`config.mk`:
```
export PLATFORM = sky130hd
export DESIGN_NAME = sha256_w_sched_ctrl_flat
export DESIGN_NICKNAME = d
export VERILOG_FILES = /design/src/rtl/sha256_w_sched_ctrl_if.sv /design/src/rtl/sha256_w_sched_ctrl.sv /design/src/flat_wrapper.sv
export SDC_FILE = /design/constraint.sdc
export NUM_CORES = 1
export LEC_CHECK = 0
export BUFFER_PORTS_ARGS = -buffer_cell sky130_fd_sc_hd__buf_2
export CORE_AREA = 2 2 283 285
export DETAILED_ROUTE_END_ITERATION = 7
export DIE_AREA = 0 0 285 287
export PLACE_DENSITY = 0.67
export SLEW_MARGIN = 5
export SYNTH_ARGS = -nofsm -noshare
export SYNTH_HDL_FRONTEND = slang
export SYNTH_SLANG_ARGS = --single-unit
```
`constraint.sdc`:
```
create_clock -name CLK -period 5 [get_ports CLK]
set_input_delay 0.25 -clock CLK [delete_from_list [all_inputs] [get_ports CLK]]
set_output_delay 0.25 -clock CLK [all_outputs]
set_load 0.01 [all_outputs]
```
`src/rtl/sha256_w_sched_ctrl_if.sv`:
```
// Handshake bundle for sha256_w_sched_ctrl: block input side and word output side.
// Optional in_pad exists only when SHA256_PAD_SECOND_EN is defined.
interface sha256_w_sched_ctrl_if #(
  parameter int unsigned IDX_W = 6
);
  logic             in_valid;
  logic             in_ready;
  logic [511:0]     block_in;
  logic             abort;
  logic             w_valid;
  logic             w_ready;
  logic [31:0]      w_data;
  logic [IDX_W-1:0] w_idx;
  logic             w_last;
  logic             busy;
`ifdef SHA256_PAD_SECOND_EN
  logic             in_pad;
`endif

  // Controller view
  modport slave (
    input  in_valid, block_in, abort, w_ready,
`ifdef SHA256_PAD_SECOND_EN
    input  in_pad,
`endif
    output in_ready, w_valid, w_data, w_idx, w_last, busy
  );

  // Source / consumer view
  modport master (
    output in_valid, block_in, abort, w_ready,
`ifdef SHA256_PAD_SECOND_EN
    output in_pad,
`endif
    input  in_ready, w_valid, w_data, w_idx, w_last, busy
  );
endinterface

```
`src/rtl/sha256_w_sched_ctrl.sv`:
```
// SHA-256 message-schedule sequencer: accepts a 512-bit block, streams
// W0..W(ROUNDS-1) with on-the-fly expansion over a 16-word sliding window.
// Optional macro SHA256_PAD_SECOND_EN: in_pad=1 loads a 256-bit digest with
// fixed second-hash padding (W8=0x80000000, W15=0x00000100).
module sha256_w_sched_ctrl #(
  parameter int unsigned ROUNDS = 64,
  parameter int unsigned IDX_W  = 6
) (
  input  logic CLK,
  input  logic RST,
  sha256_w_sched_ctrl_if.slave bus
);

  typedef enum logic {ST_IDLE, ST_RUN} state_t;

  localparam logic [IDX_W-1:0] LAST_IDX = IDX_W'(ROUNDS - 1);

  state_t           r_state;
  state_t           w_state_nxt;
  logic [31:0]      r_win [16];
  logic [31:0]      w_load [16];
  logic [IDX_W-1:0] r_t;

  logic        w_run;
  logic        w_last;
  logic        w_xfer;
  logic        w_in_ready;
  logic        w_accept;
  logic [31:0] w_new;

  function automatic logic [31:0] f_s0(input logic [31:0] x);
    return {x[6:0], x[31:7]} ^ {x[17:0], x[31:18]} ^ (x >> 3);
  endfunction

  function automatic logic [31:0] f_s1(input logic [31:0] x);
    return {x[16:0], x[31:17]} ^ {x[18:0], x[31:19]} ^ (x >> 10);
  endfunction

  assign w_run      = (r_state == ST_RUN);
  assign w_last     = w_run && (r_t == LAST_IDX);
  assign w_xfer     = w_run && bus.w_ready;
  // abort suppresses the chained accept on the last transfer
  assign w_in_ready = !w_run || (w_last && bus.w_ready && !bus.abort);
  assign w_accept   = bus.in_valid && w_in_ready && !bus.abort;
  assign w_new      = f_s1(r_win[14]) + r_win[9] + f_s0(r_win[1]) + r_win[0];

  assign bus.in_ready = w_in_ready;
  assign bus.w_valid  = w_run;
  assign bus.busy     = w_run;
  assign bus.w_last   = w_last;
  assign bus.w_data   = r_win[0];
  assign bus.w_idx    = r_t;

  // Window load value: verbatim block words, or digest plus fixed padding
  always_comb begin
    for (int unsigned i = 0; i < 16; i++) begin
      w_load[i] = bus.block_in[511 - 32*i -: 32];
    end
`ifdef SHA256_PAD_SECOND_EN
    if (bus.in_pad) begin
      for (int unsigned i = 8; i < 16; i++) begin
        w_load[i] = '0;
      end
      w_load[8]  = 32'h8000_0000;
      w_load[15] = 32'h0000_0100;
    end
`endif
  end

  // Next-state: abort beats accept beats end-of-block
  always_comb begin
    w_state_nxt = r_state;
    if (bus.abort) begin
      w_state_nxt = ST_IDLE;
    end else if (w_accept) begin
      w_state_nxt = ST_RUN;
    end else if (w_xfer && w_last) begin
      w_state_nxt = ST_IDLE;
    end
  end

  // State register
  always_ff @(posedge CLK or negedge RST) begin
    if (!RST) begin
      r_state <= ST_IDLE;
    end else begin
      r_state <= w_state_nxt;
    end
  end

  // Window and round index: load on accept, slide and expand on each transfer
  always_ff @(posedge CLK or negedge RST) begin
    if (!RST) begin
      r_t <= '0;
      for (int unsigned i = 0; i < 16; i++) begin
        r_win[i] <= '0;
      end
    end else if (bus.abort) begin
      r_t <= '0;
    end else if (w_accept) begin
      r_t <= '0;
      for (int unsigned i = 0; i < 16; i++) begin
        r_win[i] <= w_load[i];
      end
    end else if (w_xfer) begin
      r_t <= w_last ? '0 : r_t + IDX_W'(1);
      for (int unsigned i = 0; i < 15; i++) begin
        r_win[i] <= r_win[i+1];
      end
      r_win[15] <= w_new;
    end
  end

endmodule

```
`src/flat_wrapper.sv`:
```
// flat-port wrapper written by rule: the top's interface ports become plain ports
module sha256_w_sched_ctrl_flat 
#(
  parameter int unsigned ROUNDS = 64,
  parameter int unsigned IDX_W  = 6
)
  (CLK, RST, bus_in_valid, bus_block_in, bus_abort, bus_w_ready, bus_in_ready, bus_w_valid, bus_w_data, bus_w_idx, bus_w_last, bus_busy);
  sha256_w_sched_ctrl_if #(.IDX_W(IDX_W)) bus_i ();
  input  logic CLK;
  input  logic RST;
  input wire logic [$bits(bus_i.in_valid)-1:0] bus_in_valid;
  input wire logic [$bits(bus_i.block_in)-1:0] bus_block_in;
  input wire logic [$bits(bus_i.abort)-1:0] bus_abort;
  input wire logic [$bits(bus_i.w_ready)-1:0] bus_w_ready;
  output wire logic [$bits(bus_i.in_ready)-1:0] bus_in_ready;
  output wire logic [$bits(bus_i.w_valid)-1:0] bus_w_valid;
  output wire logic [$bits(bus_i.w_data)-1:0] bus_w_data;
  output wire logic [$bits(bus_i.w_idx)-1:0] bus_w_idx;
  output wire logic [$bits(bus_i.w_last)-1:0] bus_w_last;
  output wire logic [$bits(bus_i.busy)-1:0] bus_busy;
  assign bus_i.in_valid = bus_in_valid;
  assign bus_i.block_in = bus_block_in;
  assign bus_i.abort = bus_abort;
  assign bus_i.w_ready = bus_w_ready;
  assign bus_in_ready = bus_i.in_ready;
  assign bus_w_valid = bus_i.w_valid;
  assign bus_w_data = bus_i.w_data;
  assign bus_w_idx = bus_i.w_idx;
  assign bus_w_last = bus_i.w_last;
  assign bus_busy = bus_i.busy;
  sha256_w_sched_ctrl #(.ROUNDS(ROUNDS), .IDX_W(IDX_W)) u_core (.CLK(CLK), .RST(RST), .bus(bus_i));
endmodule
```
# Yosys cells after proc, flatten, opt, wreduce, memory -nomap -nowiden
# Cells that the tools add are included.
[classes]
addsub = 4
multipliers = 0
div_mod_pow = 0
order_cmp = 0
n_eq_ne = 1
shift = 0
n_mux = 9
bitwise = 5
n_reduce_logical = 14
[ops]
columns = ["cell", "count"]
rows = [
  ["two-way mux 512 bit", 2],
  ["adder 32 bit", 3],
  ["bitwise XOR 32 bit", 2],
  ["bitwise XOR 32 x 22 -> 32 bit", 1],
  ["bitwise XOR 32 x 29 -> 32 bit", 1],
  ["two-way mux 6 bit", 4],
  ["logical AND 1 bit", 7],
  ["adder 6 x 1 -> 6 bit, second input constant", 1],
  ["equality test 6 bit, second input constant", 1],
  ["nonzero test 3 bit", 2],
  ["two-way mux 1 bit", 3],
  ["logical NOT 1 bit", 2],
  ["AND reduction 2 bit", 1],
  ["nonzero test 2 bit", 1],
  ["logical OR 1 bit", 1],
  ["inverter 1 bit", 1],
]
[word_totals]
regBits = 519
latch_bits = 0
mem_bits_rw = 0
mem_bits_ro = 0
out_inout_bits = 42
wordCells = 51
mem_count = 0

# Depth between registers and ports, before layout
# Gate-level depths: netlist of the first run.
[logic_depth]
depth_word = 9
depth_mapped = 17
depth_no_buf = 15

# Least setup slack after synthesis of the first run
# Ideal clock, no wire load.
[synth_timing]
path_kind = "register to register"
from = "register u_core.r_win[456] (netlist name)"
to = "register u_core.r_win[15] (netlist name)"
arrival_time_ns = 3.691
required_time_ns = 4.873
path_slack_ns = 1.182
path_stages_with_launch = 16
synth_period_minus_slack_ns = 3.818
cell_sequence = "dfrtp_1 > clkbuf_1 > xnor2_1 > xnor2_1 > fa_1 > fa_1 > ha_1 > fa_1 > a211oi_1 > o21bai_1 > a21o_1 > a21oi_1 > o21ai_0 > a21oi_1 > xor2_1 > a21oi_1"
[synth_via]
elab_chain_len = 6
[synth_rtl]
columns = ["element", "line_no", "text"]
rows = [
  ["from (decl)", "sha256_w_sched_ctrl.sv:20", "logic [31:0] r_win [16];"],
  ["from (signal, indexed assignment)", "sha256_w_sched_ctrl.sv:103", "r_win[i] <= w_load[i];"],
  ["from (signal, indexed assignment)", "sha256_w_sched_ctrl.sv:108", "r_win[i] <= r_win[i+1];"],
  ["bitwise XOR 32 bit", "sha256_w_sched_ctrl.sv:32", "return {x[6:0], x[31:7]} ^ {x[17:0], x[31:18]} ^ (x >> 3);"],
  ["bitwise XOR 32 x 29 -> 32 bit (*)", "sha256_w_sched_ctrl.sv:32", ""],
  ["adder 32 bit (*) (2 in series)", "sha256_w_sched_ctrl.sv:45", "assign w_new = f_s1(r_win[14]) + r_win[9] + f_s0(r_win[1]) + r_win[0];"],
  ["two-way mux 512 bit (*)", "sha256_w_sched_ctrl.sv:105", "end else if (w_xfer) begin"],
  ["two-way mux 512 bit (*)", "sha256_w_sched_ctrl.sv:100", "end else if (w_accept) begin"],
]
# Every way passes the cells marked *; elsewhere a longest branch is shown, timed or not. The select of a mux whose other input is x is not followed.
# A chain may end at the register's enable or synchronous reset.

# Worst setup path in the final report of the first run
[layout_timing]
from = "register u_core.r_win[50] (netlist name)"
to = "register u_core.r_win[15] (netlist name)"
[layout_via]
elab_chain_len = 7
[layout_rtl]
columns = ["element", "line_no", "text"]
rows = [
  ["bitwise XOR 32 bit", "sha256_w_sched_ctrl.sv:36", "return {x[16:0], x[31:17]} ^ {x[18:0], x[31:19]} ^ (x >> 10);"],
  ["bitwise XOR 32 x 22 -> 32 bit (*)", "sha256_w_sched_ctrl.sv:36", ""],
  ["adder 32 bit (*) (3 in series)", "sha256_w_sched_ctrl.sv:45", ""],
  ["two-way mux 512 bit (*)", "sha256_w_sched_ctrl.sv:105", ""],
  ["two-way mux 512 bit (*)", "sha256_w_sched_ctrl.sv:100", ""],
]
# Marked as above.

==> run_results.csv, run 1 <==
group,metric,value,unit
place,hpwlAfterDp,82970,µm
route,ant_nets,0,
critical_path,cp_slowest_stage_delay,0.51,ns
critical_path,cp.arrival,4.97,ns
cells_and_area,final_cell_mix,"o22a_1, buf_2, dfrtp_1, dlygate4sd3_1, inv_1",
synthesis,synth_cell_types,53,
clock_network,cts_buffer_depth,3,
cells_and_area,final_nets,3833,
clock_network,cts.sinks,519,
sta,clock.fmax,221.5,MHz
floorplanning,die_area,81800,µm²
route,drc_errors,0,
synthesis,synthAdderAreaFrac,5.857,%
clock_network,root_buffer,"clkbuf_16",
synthesis,synth-simple-area-share,2.183,%
cells_and_area,drive_gt1_share,22.20,%
min_path,hp-class,"input port to flop",
critical_path,critPathSlowestCell,"fa_1",
sta,finalHoldWorstSlack,0.02117,ns
sta,max_slew.worst_pin.slew,1.156,ns
global_routing,overflow,0,
synthesis,muxShareOfSynthArea,0.03571,%
sta,fin_tns_setup,0,ns
critical_path,critical_path.max_fanout,5,
critical_path,cp.required,5.45,ns
sta,setup_viol,0,
power_and_ir_drop,power.leakage,15.30,nW
floorplanning,dieHeight,287,µm
critical_path,worst-path-buf-inv,0,
sta,hold_viol,0,
clock_network,clk_latency,0.65,ns
sta,slew_headroom,22.74,%
synthesis,syn_avg_cell_area,11.37,µm²
sta,fin_ws,0.4847,ns
run,drv_cap,0,
critical_path,crit_chain,"xnor2_1, xnor2_1, fa_1, fa_1, ha_1, fa_1, a211oi_1, o21bai_1, a21o_1, a21oi_1, o21ai_0, a21oi_1, xor2_1, a21oi_1",
synthesis,yosysWarnings,0,
floorplanning,rows,103,
critical_path,start_kind,"flop",
global_routing,grt_max_degree,188,
synthesis,yosysSeqAreaShare,46.34,%
global_routing,grt_pass1_vias,25320,
clock_network,htreeDepth,2,
sta,finalCritPeriodShare,90.31,%
critical_path,worstSetupPathType,"flop to flop",
synthesis,synth_compound_area_share,33.58,%
global_routing,grt.total_usage,27.54,%
place,gp_congestion,0.9438,
floorplanning,die_x,285,µm
sta,rsz0062_at_grt,"no",
floorplanning,coreArea,78610,µm²
place,port_buffers,558,
critical_path,crit_path_end_kind,"flop",
power_and_ir_drop,vdd_drop_max,673.9,µV
synthesis,synth_edf_count,0,
synthesis,synthArstFlopShare,100.0,%
clock_network,cts_setup_buffers,0,
route,wire_per_inst,26.69,µm
synthesis,synth_nets,3077,
route,dr.pass1.iters,5,
synthesis,ys_ff_latch,519,
clock_network,cts_tree,"built",
route,routed_wl,115700,µm
power_and_ir_drop,power.density,666.0,nW/µm²
critical_path,crit_family,"adder cells",
synthesis,ys.flop_type,"dfrtp_1",
global_routing,antenna_found_initial,20,
floorplanning,floorplan.initialDensity,35.65,%
global_routing,grt_pass1_wl,168500,µm
synthesis,synthXorXnorAreaFrac,4.688,%
sta,drv_slew,0,
route,avgViaCountPerCell,5.698,
sta,finClkSkew,0.03815,ns
synthesis,synth_top_family_by_area,"compound AO/OA/AOI/OAI gates",
floorplanning,ios,559,
route,drt_iter0_drc,2279,
synthesis,syn_area,28030,µm²
cells_and_area,final_common_cell,"o22a_1",
cells_and_area,fin_util,47.43,%
place,pre_cts_slack,0.6013,ns
synthesis,synthCells,2466,
sta,fin_crit,4.515,ns
cells_and_area,syn2layout_area_growth,33.03,%
route,dr_total_vias,24710,
clock_network,numCtsBuffers,59,
run_status,outcome,"complete, no violations",
clock_network,cts.clk_slew.worst_paths,0.06,ns
==> final cells by class <==
class	count	area [µm²]
antenna	17	42.54
sequential	519	12990
clock buffer	76	1640
multi-input combinational	1501	13020
timing repair buffer	1012	7457
tap	1050	1314
clock inverter	33	339.1
fill	7205	41330
inverter	129	484.2
==> worst reg2reg max path, delay by kind of cell, from the launching register on <==
| family | cells | cell delay, ns |
|---|---|---|
| adders and majority gates | 4 | 1.69 |
| xor gates and xnor gates | 3 | 0.69 |
| AOI/OAI and AO/OA | 7 | 1.50 |
| DFF | 1 | 0.47 |
==> repair_timing <==
action,CTS,global route
hold buffers,403,1
setup endpoints to repair,0,0
resized for setup,0,0
hold endpoints to repair,490,1
==> report_power, final <==
part | internal (mW) | total, mW | switching (mW)
logic | 5.98 | 14.2 | 8.25
registers | 5.13 | 6.15 | 1.02
clock network | 2.53 | 4.45 | 1.92
total | 13.6 | 24.8 | 11.2
==> synthesized netlist by cell type, types with 3 or more instances <==
library cell	count	area, µm²
a211oi_1	3	22.52
a21o_1	19	142.6
a21oi_1	70	350.3
a31oi_1	9	56.30
and4_1	3	26.28
buf_1	6	22.52
buf_2	48	240.2
buf_4	80	600.6
clkbuf_1	181	679.4
dfrtp_1	519	12990
fa_1	62	1241
ha_1	32	400.4
inv_1	129	484.2
nand2_1	30	112.6
nand2b_1	5	31.28
nand3_1	8	40.04
nor2_1	41	153.9
nor2b_1	5	31.28
nor3_1	6	30.03
o21a_1	3	22.52
o21ai_0	25	125.1
o21ai_1	17	85.08
o21bai_1	3	22.52
o22a_1	949	8312
o22ai_1	8	50.05
o31ai_1	4	30.03
or2_2	3	18.77
or3_1	14	87.58
xnor2_1	124	1086
xor2_1	26	227.7
==> worst paths after layout <==
path / end / cells past startpoint / start / slack (ns)
max: u_core.r_win[15] / 14 / u_core.r_win[50] / 0.48
min: u_core.bus.w_data[21] / 4 / bus_block_in[501] / 0.02
max reg2reg: u_core.r_win[15] / 14 / u_core.r_win[50] / 0.48
min reg2reg: u_core.r_win[14] / 2 / u_core.r_win[14] / 0.49
max in group asynchronous: u_core.r_win[301] / 3 / RST / 3.44
min in group asynchronous: u_core.bus.w_idx[4] / 2 / RST / 0.23
==> registers in the layout, summed over array words and instances (netlist names) <==
signal / flops
u_core.bus.busy: 1
u_core.bus.w_idx: 6
u_core.r_win: 480
u_core.bus.w_data: 32
==> through the flow <==
stage	cell area, µm²	cells	total power [mW]
floorplan	28030	2466	15.73
global placement	31220	3807	19.90
detailed placement	31220	3807	19.84
CTS	37230	4319	24.64
global route	37280	4334	26.45
finish	37280	4337	24.83
==> kinds of logic (layout without fill, tap and decap cells) <==
logic type               count (synthesis)  after routing
adder cells (fa/ha/maj)                 94             94
AO/OA/AOI/OAI                         1130           1130
other                                    0             17
flip-flops                             519            519
XOR/XNOR                               150            150
buffers and inverters                  446           1250
multiplexers                             1              1
AND/OR/NAND/NOR                        126            126
==> per-layer routing <==
metal  track usage, %  routed length (µm)  vias up
met4            11.57                5482        8
met3            5.127                8359      247
met2            45.54               55050     1099
met1            35.49               46800    12490
met5                0                  51        -
li1                 -                   -    10870
Power figures use the tool's default switching activity.
==> run 2: changes to the inputs <==
Settings changed: RECOVER_POWER set to 50.
==> run_results.csv, run 2 (synthesis results as in run 1) <==
group,metric,value,unit
clock_network,root_buffer,"clkbuf_16",
cells_and_area,final_cell_mix,"o22a_1, dfrtp_1, buf_2, dlygate4sd3_1, inv_1",
place,place_area,31220,µm²
global_routing,grt.total_usage,27.54,%
route,wire_per_inst,26.68,µm
critical_path,cp.required,5.45,ns
clock_network,postCtsHoldBufs,403,
clock_network,cts_setup_buffers,0,
power_and_ir_drop,vdd_drop_max,671.1,µV
run_status,outcome,"finished with violations",
route,ant_nets,0,
min_path,hp-class,"input port to flop",
floorplanning,ios,559,
global_routing,antenna_found_initial,20,
cells_and_area,drive_gt1_share,20.86,%
place,pre_cts_slack,0.6013,ns
critical_path,crit_start,"u_core.r_win[50]",
sta,finalCritPeriodShare,90.33,%
clock_network,cts.sinks,519,
power_and_ir_drop,power.density,667.7,nW/µm²
sta,rsz0062_at_grt,"no",
cells_and_area,largest_reg_flops,480,
critical_path,worstReg2RegStart,"u_core.r_win[50]",
critical_path,crit_chain,"xnor2_1, xnor2_1, fa_1, fa_1, ha_1, fa_1, a211oi_1, o21bai_1, a21o_1, a21oi_1, o21ai_0, a21oi_1, xor2_1, a21oi_1",
critical_path,worstSetupPathType,"flop to flop",
sta,finClkSkew,0.03763,ns
route,dr.pass1.iters,5,
power_and_ir_drop,finalPower,24.82,mW
global_routing,grt_pass1_vias,25320,
global_routing,grt_max_degree,188,
floorplanning,floorplan.initialDensity,35.65,%
cells_and_area,final_nets,3833,
cells_and_area,final_common_cell,"o22a_1",
critical_path,start_kind,"flop",
sta,clock.fmax,221.4,MHz
floorplanning,rows,103,
sta,setup_viol,0,
global_routing,overflow,0,
critical_path,worstSetupEndpoint,"u_core.r_win[15]",
floorplanning,coreArea,78610,µm²
cells_and_area,postLayoutCellArea,37170,µm²
clock_network,cts_buffer_depth,3,
sta,max_slew.worst_pin.slew,2.674,ns
clock_network,cts_tree,"built",
sta,fin_ws,0.4833,ns
route,drc_errors,0,
critical_path,critPathSlowestCell,"fa_1",
global_routing,grt_pass1_wl,168500,µm
clock_network,clk_latency,0.65,ns
sta,slew_headroom,-78.28,%
critical_path,reg2reg_depth,14,
critical_path,cp.arrival,4.97,ns
critical_path,critical_path.max_fanout,5,
route,routed_wl,115700,µm
place,port_buffers,558,
critical_path,cp_slowest_stage_delay,0.51,ns
route,dr_total_vias,24730,
critical_path,crit_path_end_kind,"flop",
sta,fin_tns_setup,0,ns
cells_and_area,syn2layout_area_growth,32.61,%
sta,fin_crit,4.517,ns
floorplanning,die_x,285,µm
sta,drv_slew,408,
power_and_ir_drop,power.leakage,15.17,nW
floorplanning,die_area,81800,µm²
place,hpwlAfterDp,82970,µm
clock_network,cts.clk_slew.worst_paths,0.06,ns
place,gp_congestion,0.9438,
floorplanning,dieHeight,287,µm
clock_network,cts-resized-gates,0,
cells_and_area,fillers,7223,
run,drv_cap,6,
cells_and_area,largest-register,"u_core.r_win",
clock_network,htreeDepth,2,
run_status,violations,"max-capacitance violations, max-slew violations",
critical_path,reg2reg_to,"u_core.r_win[15]",
critical_path,r2r_setup_slack,0.48,ns
clock_network,numCtsBuffers,59,
route,avgViaCountPerCell,5.701,
sta,hold_viol,0,
route,drt_iter0_drc,2252,
[run 2: cell count changes in the layout (fill, tap and decap cells not counted), sizes merged]
cell	before	now
diode	17	18
clkbuf	76	123
buf	608	561
[run 2: through the flow]
stage                     utilization (%)  instances  hold WS, ns
after floorplan                         -       2466     -0.04559
after detailed placement            39.71       3807       0.3702
after CTS                           47.36       4319    0.0001416
after global placement              39.71       3807       0.3721
final                               47.28       4338      0.02181
after global routing                47.27       4334    0.0006644
[run 2: worst min path at each step]
| stage | start | to | slack, ns | depth (start not counted) |
|---|---|---|---|---|
| 2_1_floorplan | RST | u_core.bus.busy | -0.05 | 0 |
| 3_3_place_gp | RST | u_core.bus.w_idx[4] | 0.37 | 1 |
| 3_5_place_dp | RST | u_core.bus.w_idx[4] | 0.37 | 1 |
| 4_1_cts | bus_block_in[235] | u_core.r_win[235] | 0.0001 | 3 |
| 5_1_grt | bus_block_in[452] | u_core.r_win[452] | 0.0007 | 3 |
| 6_report | bus_block_in[501] | u_core.bus.w_data[21] | 0.02 | 4 |
[run 2: final cells by class]
type	count	area, µm²	share of cell area (%)
diodes	18	45.04	0.1212
clock buffers	76	1640	4.413
clock inverters	33	339.1	0.9123
inverters	129	484.2	1.303
multi-input cells	1501	13020	35.02
flip-flops and latches	519	12990	34.94
well taps	1050	1314	3.535
repair buffers	1012	7341	19.75
[run 2: routing by layer]
metal,up-vias,track usage (%),wire length [µm]
met5,-,0,47
li1,10880,-,-
met3,248,5.127,7901
met1,12510,35.49,47330
met2,1084,45.54,54880
met4,8,11.57,5566
[run 2: power by group]
group	switching (mW)	total (mW)	internal [mW]	leakage [nW]
registers	1.02	6.15	5.13	5.78
logic	8.25	14.2	5.97	8.40
clock network	1.92	4.45	2.53	0.984
[run 2: critical path: cells and delay by family (launching register included)]
| kind | cells | cell delay (ns) |
|---|---|---|
| adder cells (fa/ha/maj) | 4 | 1.68 |
| XOR/XNOR | 3 | 0.69 |
| AO/OA/AOI/OAI | 7 | 1.50 |
| flip-flops | 1 | 0.47 |
==> run 3: changes to the inputs <==
Settings changed: CORE_AREA 2 2 283 285 to 2 2 253 255, DIE_AREA 0 0 285 287 to 0 0 255 257, PLACE_DENSITY 0.67 to 0.78.
==> run_results.csv, run 3 (synthesis results as in run 1) <==
group,metric,value,unit
critical_path,worstReg2RegStart,"u_core.r_win[467]",
sta,drv_slew,60,
critical_path,cp.required,5.45,ns
min_path,min_path_cells,4,
global_routing,grt_max_degree,157,
run_status,outcome,"finished with violations",
critical_path,start_kind,"flop",
critical_path,cp_slowest_stage_delay,0.51,ns
cells_and_area,final_cell_mix,"o22a_1, dfrtp_1, buf_2, dlygate4sd3_1, inv_1",
clock_network,cts.clk_slew.worst_paths,0.07,ns
sta,finClkSkew,0.02921,ns
cells_and_area,fin_util,57.99,%
power_and_ir_drop,netSwitchingFraction,45.51,%
route,routed_wl,112400,µm
critical_path,crit_family,"adder cells",
critical_path,reg2reg_to,"u_core.r_win[15]",
run,drv_cap,1,
clock_network,cts_tree,"built",
power_and_ir_drop,p_switching,11.28,mW
route,avgViaCountPerCell,6.132,
critical_path,crit_path_end_kind,"flop",
route,ant_nets,0,
sta,clock.fmax,221.1,MHz
floorplanning,dieHeight,257,µm
sta,rsz0062_at_grt,"no",
sta,fin_ws,0.4764,ns
critical_path,reg2reg_depth,14,
clock_network,root_buffer,"clkbuf_16",
power_and_ir_drop,power_frac_seq,24.9,%
min_path,hp-class,"input port to flop",
sta,finalCritPeriodShare,90.47,%
place,gp_congestion,0.9659,
sta,fin_tns_setup,0,ns
floorplanning,floorplan.initialDensity,44.67,%
route,dr.pass1.iters,5,
global_routing,grt_pass1_vias,25760,
critical_path,critical_path.max_fanout,5,
power_and_ir_drop,power.density,681.3,nW/µm²
sta,slew_headroom,-134.6,%
clock_network,cts_buffer_depth,3,
critical_path,r2r_setup_slack,0.48,ns
critical_path,crit_chain,"xnor2_1, xnor2_1, fa_1, fa_1, ha_1, fa_1, a211oi_1, o21bai_1, a21o_1, a21oi_1, o21ai_0, a21oi_1, xor2_1, a21oi_1",
global_routing,grt.total_usage,33.63,%
sta,hold_viol,1,
clock_network,cts.sinks,519,
cells_and_area,syn2layout_area_growth,29.81,%
critical_path,cp.arrival,4.98,ns
sta,setup_viol,0,
cells_and_area,postLayoutCellArea,36380,µm²
floorplanning,coreArea,62740,µm²
route,wire_per_inst,27.50,µm
floorplanning,die_area,65540,µm²
cells_and_area,fillers,5100,
route,drt_iter0_drc,2591,
sta,max_slew.worst_pin.slew,3.518,ns
run_status,violations,"negative hold slack, max-capacitance violations, max-slew violations",
cells_and_area,largest-register,"u_core.r_win",
global_routing,grt_pass1_wl,163600,µm
place,pre_cts_slack,0.5186,ns
route,dr_total_vias,25060,
min_path,worstHoldStart,"bus_block_in[500]",
sta,fin_crit,4.524,ns
clock_network,numCtsBuffers,57,
cells_and_area,final_common_cell,"o22a_1",
power_and_ir_drop,power_frac_comb,58.0,%
power_and_ir_drop,p_int,13.51,mW
cells_and_area,largest_reg_flops,480,
power_and_ir_drop,vdd_drop_max,708.6,µV
clock_network,cts-resized-gates,0,
place,place_area,30950,µm²
global_routing,antenna_found_initial,19,
floorplanning,die_x,255,µm
route,drc_errors,0,
cells_and_area,seqCellArea,12990,µm²
critical_path,critPathSlowestCell,"fa_1",
power_and_ir_drop,finalPower,24.79,mW
cells_and_area,final_nets,3786,
min_path,worstHoldEndpoint,"u_core.bus.w_data[20]",
place,hpwlAfterDp,77930,µm
clock_network,clk_latency,0.63,ns
floorplanning,ios,559,
sta,finalHoldWorstSlack,-0.003225,ns
critical_path,worst-path-buf-inv,0,
cells_and_area,multi_input_area,13020,µm²
clock_network,htreeDepth,2,
cells_and_area,drive_gt1_share,20.96,%
global_routing,overflow,0,
critical_path,worstSetupPathType,"flop to flop",
power_and_ir_drop,clkPwrFrac,17.2,%
power_and_ir_drop,power.leakage,14.94,nW
floorplanning,rows,92,
place,port_buffers,558,
==> run 3: metrics by stage <==
| stage | hold slack (ns) | cells |
|---|---|---|
| 4_1_cts | 0.00003331 | 4067 |
| 6_report | -0.003225 | 4087 |
| 3_3_place_gp | 0.2208 | 3603 |
| 5_1_grt | 0.001342 | 4084 |
| 3_5_place_dp | 0.2229 | 3603 |
| 2_1_floorplan | -0.04559 | 2466 |
==> run 3: tightest hold or removal path, cell delays in order <==
cell and delay (ns):
buf_2 0.08, o22a_1 0.11, nor2_1 0.04, a21oi_1 0.10
==> run 3: layer usage <==
metal / up-vias / wire length (µm) / GRT usage [%]
li1: 10760 / - / -
met1: 12520 / 43430 / 42.84
met2: 1421 / 52360 / 53.62
met3: 353 / 9102 / 6.221
met4: 4 / 7458 / 19.43
met5: - / 28 / 0
==> run 3: timing repair <==
action	4_1_cts	5_1_grt
endpoints found under the setup margin	0	0
buffers inserted	0	0
hold endpoints to repair	414	0
hold buffers	359	0
==> run 3: worst max path at each step <==
stage          depth (start not counted)               from                 to  slack, ns
3_5_place_dp                          14  u_core.r_win[456]   u_core.r_win[15]       0.52
6_report                              14  u_core.r_win[467]   u_core.r_win[15]       0.48
5_1_grt                                3                RST  u_core.r_win[254]       0.26
4_1_cts                               14  u_core.r_win[467]   u_core.r_win[15]       0.49
2_1_floorplan                         15  u_core.r_win[456]   u_core.r_win[15]       1.18
3_3_place_gp                          14  u_core.r_win[467]   u_core.r_win[15]       0.53
==> run 3: layout make-up <==
| type | count | share of cell area [%] |
|---|---|---|
| diodes | 20 | 0.1376 |
| clock buffers | 84 | 4.643 |
| clock inverters | 21 | 0.4952 |
| inverters | 129 | 1.331 |
| multi-input cells | 1501 | 35.78 |
| flip-flops and latches | 519 | 35.70 |
| well taps | 846 | 2.910 |
| repair buffers | 967 | 19.01 |
==> run 3: power groups by stage <==
stage,Clock (mW),Combinational [mW],Sequential [mW]
3_5_place_dp,0,13.8,6.18
6_report,4.25,14.4,6.17
2_1_floorplan,0,10.1,5.59
5_1_grt,4.46,15.7,6.23
3_3_place_gp,0,13.8,6.14
4_1_cts,4.28,14.1,6.11
